`src/rtl/mrelbp_rd_score_acc.sv`:
```
// mrelbp_rd_score_acc
//   Takes a stream of 8-bit RD LBP codes, uses each one as the address of a
//   combinational-read weight ROM, and accumulates the signed weights over a
//   frame. At end of frame the stage presents the score, the pixel count and a
//   saturation flag on a valid/ready handshake.
//
// Ports
//   i_clk, i_rst_n    clock, asynchronous active-low reset
//   i_code_valid      code beat valid
//   i_code            RD LBP code
//   i_sof, i_eof      first / last pixel of frame (qualified by i_code_valid)
//   o_code_ready      stage can accept a code beat (IDLE or ACCUM)
//   o_lut_addr        registered ROM address
//   i_lut_dout        ROM weight for o_lut_addr, same cycle
//   o_score_valid     score/count/sat valid (DONE)
//   i_score_ready     consumer accepts the score
//   o_score           accumulated signed score
//   o_pix_cnt         pixels accumulated in the frame
//   o_sat             accumulator clamped at least once this frame
//   o_err             sticky protocol error, cleared by reset only
module mrelbp_rd_score_acc #(
  parameter int unsigned CODE_W = 8,
  parameter int unsigned WGT_W  = 24,
  parameter int unsigned ACC_W  = 40,
  parameter int unsigned CNT_W  = 20
) (
  input  logic              i_clk,
  input  logic              i_rst_n,
  input  logic              i_code_valid,
  input  logic [CODE_W-1:0] i_code,
  input  logic              i_sof,
  input  logic              i_eof,
  output logic              o_code_ready,
  output logic [CODE_W-1:0] o_lut_addr,
  input  logic [WGT_W-1:0]  i_lut_dout,
  output logic              o_score_valid,
  input  logic              i_score_ready,
  output logic [ACC_W-1:0]  o_score,
  output logic [CNT_W-1:0]  o_pix_cnt,
  output logic              o_sat,
  output logic              o_err
);

  typedef enum logic [1:0] {StIdle, StAccum, StDrain, StDone} state_e;

  state_e state;
  logic   v1;
  logic   sof1;

  logic             accept;
  logic             take;
  logic [ACC_W-1:0] w_ext;
  logic [ACC_W:0]   sum_wide;
  logic             ovf;
  logic [ACC_W-1:0] sum_clamped;
  logic [ACC_W-1:0] acc_max;
  logic [ACC_W-1:0] acc_min;

  // Ready is gated by the reset input so it reads 0 while reset is held.
  assign o_code_ready = i_rst_n & ((state == StIdle) | (state == StAccum));
  assign accept       = i_code_valid & o_code_ready;
  // Beats arriving in IDLE without sof are dropped and never enter the pipe.
  assign take         = accept & (i_sof | (state == StAccum));

  assign w_ext   = ACC_W'($signed(i_lut_dout));
  assign acc_max = {1'b0, {(ACC_W-1){1'b1}}};
  assign acc_min = {1'b1, {(ACC_W-1){1'b0}}};

  // One guard bit: overflow when the two top bits of the widened sum differ.
  assign sum_wide = {o_score[ACC_W-1], o_score} + {w_ext[ACC_W-1], w_ext};
  assign ovf      = sum_wide[ACC_W] ^ sum_wide[ACC_W-1];

  always_comb begin
    sum_clamped = sum_wide[ACC_W-1:0];
    if (ovf) begin
      sum_clamped = sum_wide[ACC_W] ? acc_min : acc_max;
    end
  end

  always_ff @(posedge i_clk or negedge i_rst_n) begin
    if (!i_rst_n) begin
      state         <= StIdle;
      v1            <= 1'b0;
      sof1          <= 1'b0;
      o_lut_addr    <= '0;
      o_score_valid <= 1'b0;
      o_score       <= '0;
      o_pix_cnt     <= '0;
      o_sat         <= 1'b0;
      o_err         <= 1'b0;
    end else begin
      // S1: register the address and the beat tags.
      v1 <= take;
      if (take) begin
        o_lut_addr <= i_code;
        sof1       <= i_sof;
      end

      // S2: accumulate the weight read back for the S1 address.
      if (v1) begin
        if (sof1) begin
          o_score   <= w_ext;
          o_pix_cnt <= CNT_W'(1);
          o_sat     <= 1'b0;
        end else begin
          o_score   <= sum_clamped;
          o_pix_cnt <= (&o_pix_cnt) ? o_pix_cnt : o_pix_cnt + CNT_W'(1);
          o_sat     <= o_sat | ovf;
        end
      end

      unique case (state)
        StIdle: begin
          if (accept) begin
            if (i_sof) begin
              state <= i_eof ? StDrain : StAccum;
            end else begin
              o_err <= 1'b1;
            end
          end
        end
        StAccum: begin
          if (accept) begin
            // A sof here restarts the frame through the sof1 tag.
            if (i_sof) begin
              o_err <= 1'b1;
            end
            if (i_eof) begin
              state <= StDrain;
            end
          end
        end
        StDrain: begin
          state         <= StDone;
          o_score_valid <= 1'b1;
        end
        StDone: begin
          if (i_score_ready) begin
            state         <= StIdle;
            o_score_valid <= 1'b0;
          end
        end
        default: state <= StIdle;
      endcase
    end
  end

endmodule

```
`config.mk`:
```
export PLATFORM = sky130hd
export DESIGN_NAME = mrelbp_rd_score_acc
export DESIGN_NICKNAME = d
export VERILOG_FILES = /design/src/rtl/mrelbp_rd_score_acc.sv
export SDC_FILE = /design/constraint.sdc
export NUM_CORES = 1
export LEC_CHECK = 0
export BUFFER_PORTS_ARGS = -buffer_cell sky130_fd_sc_hd__buf_2
export CAP_MARGIN = 0
export CORE_ASPECT_RATIO = 0.5
export CORE_MARGIN = 2
export CORE_UTILIZATION = 30
export CTS_CLUSTER_DIAMETER = 80
export DETAILED_ROUTE_END_ITERATION = 8
export GPL_TIMING_DRIVEN = 0
export PLACE_DENSITY_LB_ADDON = 0.3
export SLEW_MARGIN = 30
export SYNTH_ARGS = -nofsm -noshare
export SYNTH_HDL_FRONTEND = slang
export SYNTH_SLANG_ARGS = --single-unit
```
`constraint.sdc`:
```
create_clock -name i_clk -period 6.8 [get_ports i_clk]
set_clock_uncertainty 0.1 [all_clocks]
set_input_delay 0.34 -clock i_clk [delete_from_list [all_inputs] [get_ports i_clk]]
set_output_delay 0.34 -clock i_clk [all_outputs]
set_load 0.03 [all_outputs]
```
# Word level (Yosys, flattened, before mapping)
# Index checks and enable logic that the tools add are counted.
[op_classes]
add_sub_neg = 2
eq_ne = 11
bitwise_logic = 7
reduce_logical = 8
muxes = 20
[op_table]
columns = ["op", "n"]
rows = [
  ["40-bit 2-to-1 mux", 3],
  ["40-bit by 24-bit adder with 41-bit output", 1],
  ["20-bit 2-to-1 mux", 2],
  ["20-bit by 1-bit adder with 20-bit output (second input constant)", 1],
  ["20-bit AND reduction", 1],
  ["2-bit != test (second input constant)", 8],
  ["2-bit 2-to-1 mux", 6],
  ["5-bit AND reduction", 2],
  ["2-bit one-hot mux with 4 select lines", 1],
  ["1-bit 2-to-1 mux", 6],
  ["2-bit equality test (second input constant)", 2],
  ["1-bit one-hot mux with 2 select lines", 2],
  ["2-bit AND reduction", 2],
  ["2-bit nonzero test", 2],
  ["1-bit AND", 3],
  ["1-bit OR", 3],
  ["2-bit by 1-bit equality test with 1-bit output (second input constant)", 1],
  ["2-bit logical NOT", 1],
  ["1-bit XOR", 1],
]
[totals]
inputBits = 38
output_inout_bits = 72
reg_bits = 75
wordCells = 57

# Logic depth before layout (Yosys ltp)
[depth]
depth_word = 6
mapped_depth = 16
ltp_nobuf = 14

# Worst setup path before layout
# No wires, ideal clock.
[synth_timing]
path_kind = "register -> register"
startpoint = "register o_score[0]"
endpoint = "register o_score[38]"
setup_slack_ns = 3.437
period_less_slack_ns = 3.363
stages_incl_launch_ff = 17
setup_ns = 0.074
required_ns = 6.626
arrival_time_ns = 3.189
n_path_buf = 2
path_cell_list = "dfrtp_1 > ha_1 > inv_1 > fa_1 > nand2b_2 > a21oi_2 > o211ai_1 > a21boi_1 > o32ai_2 > o31ai_2 > o21a_1 > or2_1 > buf_4 > buf_6 > nand2_1 > mux2_4 > o21ai_2"
[synth_via]
elab_chain_len = 4
elab_cells_between_ends = 5
classes_between = "add/sub: 1; mux: 3; bitwise: 1"
[synth_rtl]
columns = ["element", "line", "rtl"]
rows = [
  ["start: declaration", "38", "output logic [ACC_W-1:0] o_score,"],
  ["start signal: assignment", "102", "o_score <= w_ext;"],
  ["start signal: assignment", "106", "o_score <= sum_clamped;"],
  ["40-bit by 24-bit adder with 41-bit output *", "70", "assign sum_wide = {o_score[ACC_W-1], o_score} + {w_ext[ACC_W-1], w_ext};"],
  ["40-bit 2-to-1 mux or 1-bit XOR (tied branches)", "76, 71", ""],
  ["40-bit 2-to-1 mux *", "75", "if (ovf) begin"],
  ["40-bit 2-to-1 mux *", "101", "if (sof1) begin"],
]
# Mark *: on every way between the ends. The rest lies on a longest branch, timed or not.
# A chain may end at the register's enable or synchronous reset.

# Worst setup path after layout
[layout_timing]
startpoint = "register o_score[0]"
endpoint = "register o_score[7]"
# The elaborated chain is that of the path after synthesis.

==> results.yml <==
timing:
  timing_hold_violations_final: 0
  post-route-worst-setup-slack_ns: 2.99
  grt_setup_unrepaired: "no"
  worst_slew_pin_slew_ns: 0.713
  timing.final.crit_period_ns: 3.81
  fmax_mhz: 262
  maxSlewViolCount: 0
  timing.final.crit_share_pct: 56.1
  timing.max_slew.rel_slack_pct: 52.3
  report.final.setup_viol: 0
  fin_tns_setup_ns: 0
yosys:
  synth_edf_count: 0
  seq_area_frac_synth_pct: 32.3
  asyncSetResetFlopFracSynth_pct: 100
  basic_gate_share_of_the_synthesized_area_counting_and_or_nand_and_nor_cells_pct: 17.2
  synth_area_um2: 5800
  ys.warnings.count: 0
  synth.lib_cells_used.distinct: 70
  arithmetic_cell_share_of_the_synthesized_area_counting_full_adders_half_adders_and_majority_gates_pct: 10.0
  synthesis.instances: 675
  mappedNetlistNets: 759
  synthMuxAreaShare_pct: 2.18
  post-synth-top-area-fraction_pct: 32.3
  top_post_synthesis_cells_by_area: "sky130_fd_sc_hd__dfrtp_1 32%, sky130_fd_sc_hd__ha_1 9.7%, sky130_fd_sc_hd__a21oi_1 6.1%, sky130_fd_sc_hd__o21ai_0 5.2%, sky130_fd_sc_hd__nand2_1 3.7%"
  synth-compound-area-share_pct: 26.4
  main_combinational_cell_family_by_area_after_synthesis: "compound AO/OA/AOI/OAI gates"
  synth-seq-cells: 75
  synth_top_flop_cell: "sky130_fd_sc_hd__dfrtp_1"
  synth_top_cell_by_area: "sky130_fd_sc_hd__dfrtp_1"
  syn-mean-instance-area_um2: 8.60
  yosys.area_share.xor_xnor_pct: 7.24
clock_tree:
  htree_num_levels: 3
  clock_insertion_delay_worst_skew_ns: 0.35
  cts_setup_buffers: 0
  clock_tree_from_tritoncts: "built"
  postCtsResizedCells: 0
  cts_num_sinks: 75
  worst_setup_hold_path_clk_slew_ns: 0.08
  cts_inserted_buffers: 9
  clk_path_buf_depth: 2
  cts_root_buf: "sky130_fd_sc_hd__clkbuf_16"
route:
  detailedRoute.firstPassIterationCount: 5
  vias: 5541
  detail-route-antenna-nets: 0
  finalWirelength_um: 17500
  wl_met3_um: 709
  met1_length_um: 8600
  detailedRoute.firstIterationViolations: 431
  maxUsedRoutingLayer: "met5"
  detail_route.vias_per_cell: 5.22
  sum_of_met2_wire_segment_lengths_after_detailed_routing_um: 8040
  drcViolationCount: 0
  wire_per_inst_um: 16.5
critical_path:
  critical_path.cell_chain: "ha_1, inv_1, fa_1, nand2b_2, a21oi_2, o211ai_1, a21boi_1, o32ai_2, o31ai_2, o21a_1, and2_1, nand2b_1, nor2_1, buf_2, a21oi_1"
  critical_path_buf_inv_count: 2
  highest_delay_cell_along_the_critical_path: "sky130_fd_sc_hd__fa_1"
  start_kind: "flop"
  critical_path_required_ns: 6.96
  cp-end-kind: "flop"
  max_stage_delay_ns: 0.38
  worst-setup-path-type: "reg -> reg"
  cpLargestDelayFamily: "compound AO/OA/AOI/OAI gates"
  critical_path_arrival_ns: 3.98
  timing.critical_path.fanout_max: 10
final_layout:
  post_route_cells_drive_above_1_share_pct: 21.6
  fillers: 1978
  stdcell_count: 1061
  area_delta_synth_final_pct: 20.7
  layout.nets: 881
  antenna-diode-count: 0
  finish.instance_area_um2: 7010
  area_of_the_multi_input_gates_um2: 3660
  final-seq-area_um2: 1880
  layout.cells.most_common: "sky130_fd_sc_hd__buf_2"
  layout.cells.most_common_list: "113 x sky130_fd_sc_hd__buf_2, 75 x sky130_fd_sc_hd__dfrtp_1, 71 x sky130_fd_sc_hd__a21oi_1"
place:
  place_hpwl_um: 13100
  placed_cell_area_um2: 6710
  pre_cts_ws_ns: 2.91
  numPortBuffers: 109
  routabilityCongestion: 0.875
  dp.cells: 1044
pwr:
  comb_power_share_pct: 65.9
  p_seq_share_pct: 20.6
  switching_power_mw: 1.86
  power.share.clock_pct: 13.5
  power_per_unit_of_standard_cell_area_nw_per_um2: 519
  p_int_mw: 1.77
  p_leak_nw: 3.27
  report.power.total_mw: 3.63
  largest_voltage_drop_on_the_vdd_net_v: 0.000164
  netSwitchingFraction_pct: 51.2
job:
  cap_viol_max_count: 0
floorplanning:
  dieHeight_um: 102
  ioPinCount: 110
  die_width_um: 201
  initial_utilization_pct: 31.1
  coreArea_um2: 18700
  core.rowCount: 35
  die_area_um2: 20500
run_status:
  run_status: "complete, no violations"
grt:
  grt_max_degree: 49
  first_global_vias: 5398
  grt_antenna_before_repair: 1
  grt_pass1_wl_um: 28300
  grt_overflow_total: 0
  grt_usage_pct: 17.2
worst_hold_path:
  min-delay-path-class: "in -> reg"
-- power by group through the flow --
| stage | logic (mW) | registers (mW) | clock network (mW) |
|---|---|---|---|
| global placement | 2.35 | 0.753 | 0 |
| global route | 2.65 | 0.774 | 0.520 |
| finish | 2.39 | 0.750 | 0.490 |
| floorplan | 1.49 | 1.04 | 0 |
| detailed placement | 2.38 | 0.758 | 0 |
| CTS | 2.39 | 0.753 | 0.500 |
-- synthesized netlist by cell type, types with 3 or more instances --
master / instances
sky130_fd_sc_hd__inv_1: 26
sky130_fd_sc_hd__a31oi_1: 4
sky130_fd_sc_hd__o21ai_0: 60
sky130_fd_sc_hd__buf_4: 4
sky130_fd_sc_hd__ha_1: 45
sky130_fd_sc_hd__a211oi_1: 10
sky130_fd_sc_hd__a21o_1: 22
sky130_fd_sc_hd__a31o_2: 4
sky130_fd_sc_hd__nor2_1: 46
sky130_fd_sc_hd__nand2_1: 57
sky130_fd_sc_hd__clkbuf_1: 17
sky130_fd_sc_hd__o211ai_1: 7
sky130_fd_sc_hd__o22ai_1: 10
sky130_fd_sc_hd__and3_1: 14
sky130_fd_sc_hd__a21oi_2: 4
sky130_fd_sc_hd__buf_6: 4
sky130_fd_sc_hd__a21oi_1: 71
sky130_fd_sc_hd__or3_1: 3
sky130_fd_sc_hd__nor3_1: 4
sky130_fd_sc_hd__xor2_1: 24
sky130_fd_sc_hd__nand3b_1: 12
sky130_fd_sc_hd__o21bai_1: 5
sky130_fd_sc_hd__o21a_1: 5
sky130_fd_sc_hd__nand4_1: 13
sky130_fd_sc_hd__and4_1: 3
sky130_fd_sc_hd__and2_1: 9
sky130_fd_sc_hd__buf_2: 5
sky130_fd_sc_hd__xnor2_1: 24
sky130_fd_sc_hd__o21ai_1: 4
sky130_fd_sc_hd__nor2b_1: 7
sky130_fd_sc_hd__o2111ai_1: 3
sky130_fd_sc_hd__mux2_2: 9
sky130_fd_sc_hd__nand2b_1: 9
sky130_fd_sc_hd__nand3_1: 16
sky130_fd_sc_hd__dfrtp_1: 75
-- sequential cells by signal, indices dropped and copies added, names as in the netlist --
| name | cells |
|---|---|
| o_score | 40 |
| o_sat | 1 |
| o_err | 1 |
| v1 | 1 |
| state | 2 |
| o_score_valid | 1 |
| o_pix_cnt | 20 |
| sof1 | 1 |
| o_lut_addr | 8 |
-- kinds of logic (layout without fill, tap and decap cells) --
group,Yosys count,in the layout
AO/OA/AOI/OAI,238,238
adder cells (fa/ha/maj),46,46
AND/OR/NAND/NOR,200,200
buffers and inverters,57,184
flip-flops,75,75
multiplexers,11,11
XOR/XNOR,48,48
-- worst reg2reg max path: cells and delay by family (launching register included) --
family          cells  cell delay, ns
fa+ha+maj           2            0.58
compound gates      7            1.70
buf+inv             2            0.30
flops               1            0.37
simple gates        4            0.68
-- per-stage QoR --
stage          hold slack [ns]  util (%)
3_5_place_dp             0.155      36.0
6_report                 0.119      37.6
3_3_place_gp             0.367      35.8
4_1_cts                  0.113      37.6
5_1_grt                  0.117      37.6
2_1_floorplan          -0.0556         -
-- timing repair --
action / CTS / global route
endpoints found under the setup margin: 0 / 0
hold buffers: 1 / 0
hold endpoints to repair: 31 / 0
-- layout make-up --
| type | instances | area share [%] |
|---|---|---|
| Sequential cell | 75 | 26.8 |
| Inverter | 26 | 1.39 |
| Timing Repair Buffer | 111 | 8.41 |
| Tap cell | 259 | 4.63 |
| Clock buffer | 9 | 3.21 |
| Buffer | 31 | 2.39 |
| Clock inverter | 7 | 0.911 |
| Multi-Input combinational cell | 543 | 52.3 |
-- layer usage --
metal,track usage [%],vias up
met5,0,-
met1,23.5,2700
met3,3.32,12
met2,28.8,113
met4,3.02,2
li1,-,2714
-- path summary, 6_finish.rpt --
check | from | endpoint | slack [ns] | cells past startpoint
worst min-delay path | i_code[4] | o_lut_addr[4]$_DFFE_PN0P_ | 0.12 | 2
worst max-delay path | o_score[0]$_DFFE_PN0P_ | o_score[7]$_DFFE_PN0P_ | 2.99 | 15
max in group asynchronous | i_rst_n | o_score[38]$_DFFE_PN0P_ | 5.69 | 3
worst min register to register | o_err$_DFFE_PN0P_ | o_err$_DFFE_PN0P_ | 0.38 | 1
worst max register to register | o_score[0]$_DFFE_PN0P_ | o_score[7]$_DFFE_PN0P_ | 2.99 | 15
min in group asynchronous | i_rst_n | state[1]$_DFFE_PN0P_ | 0.35 | 2
Note: power is estimated with default switching activity, not from simulation.
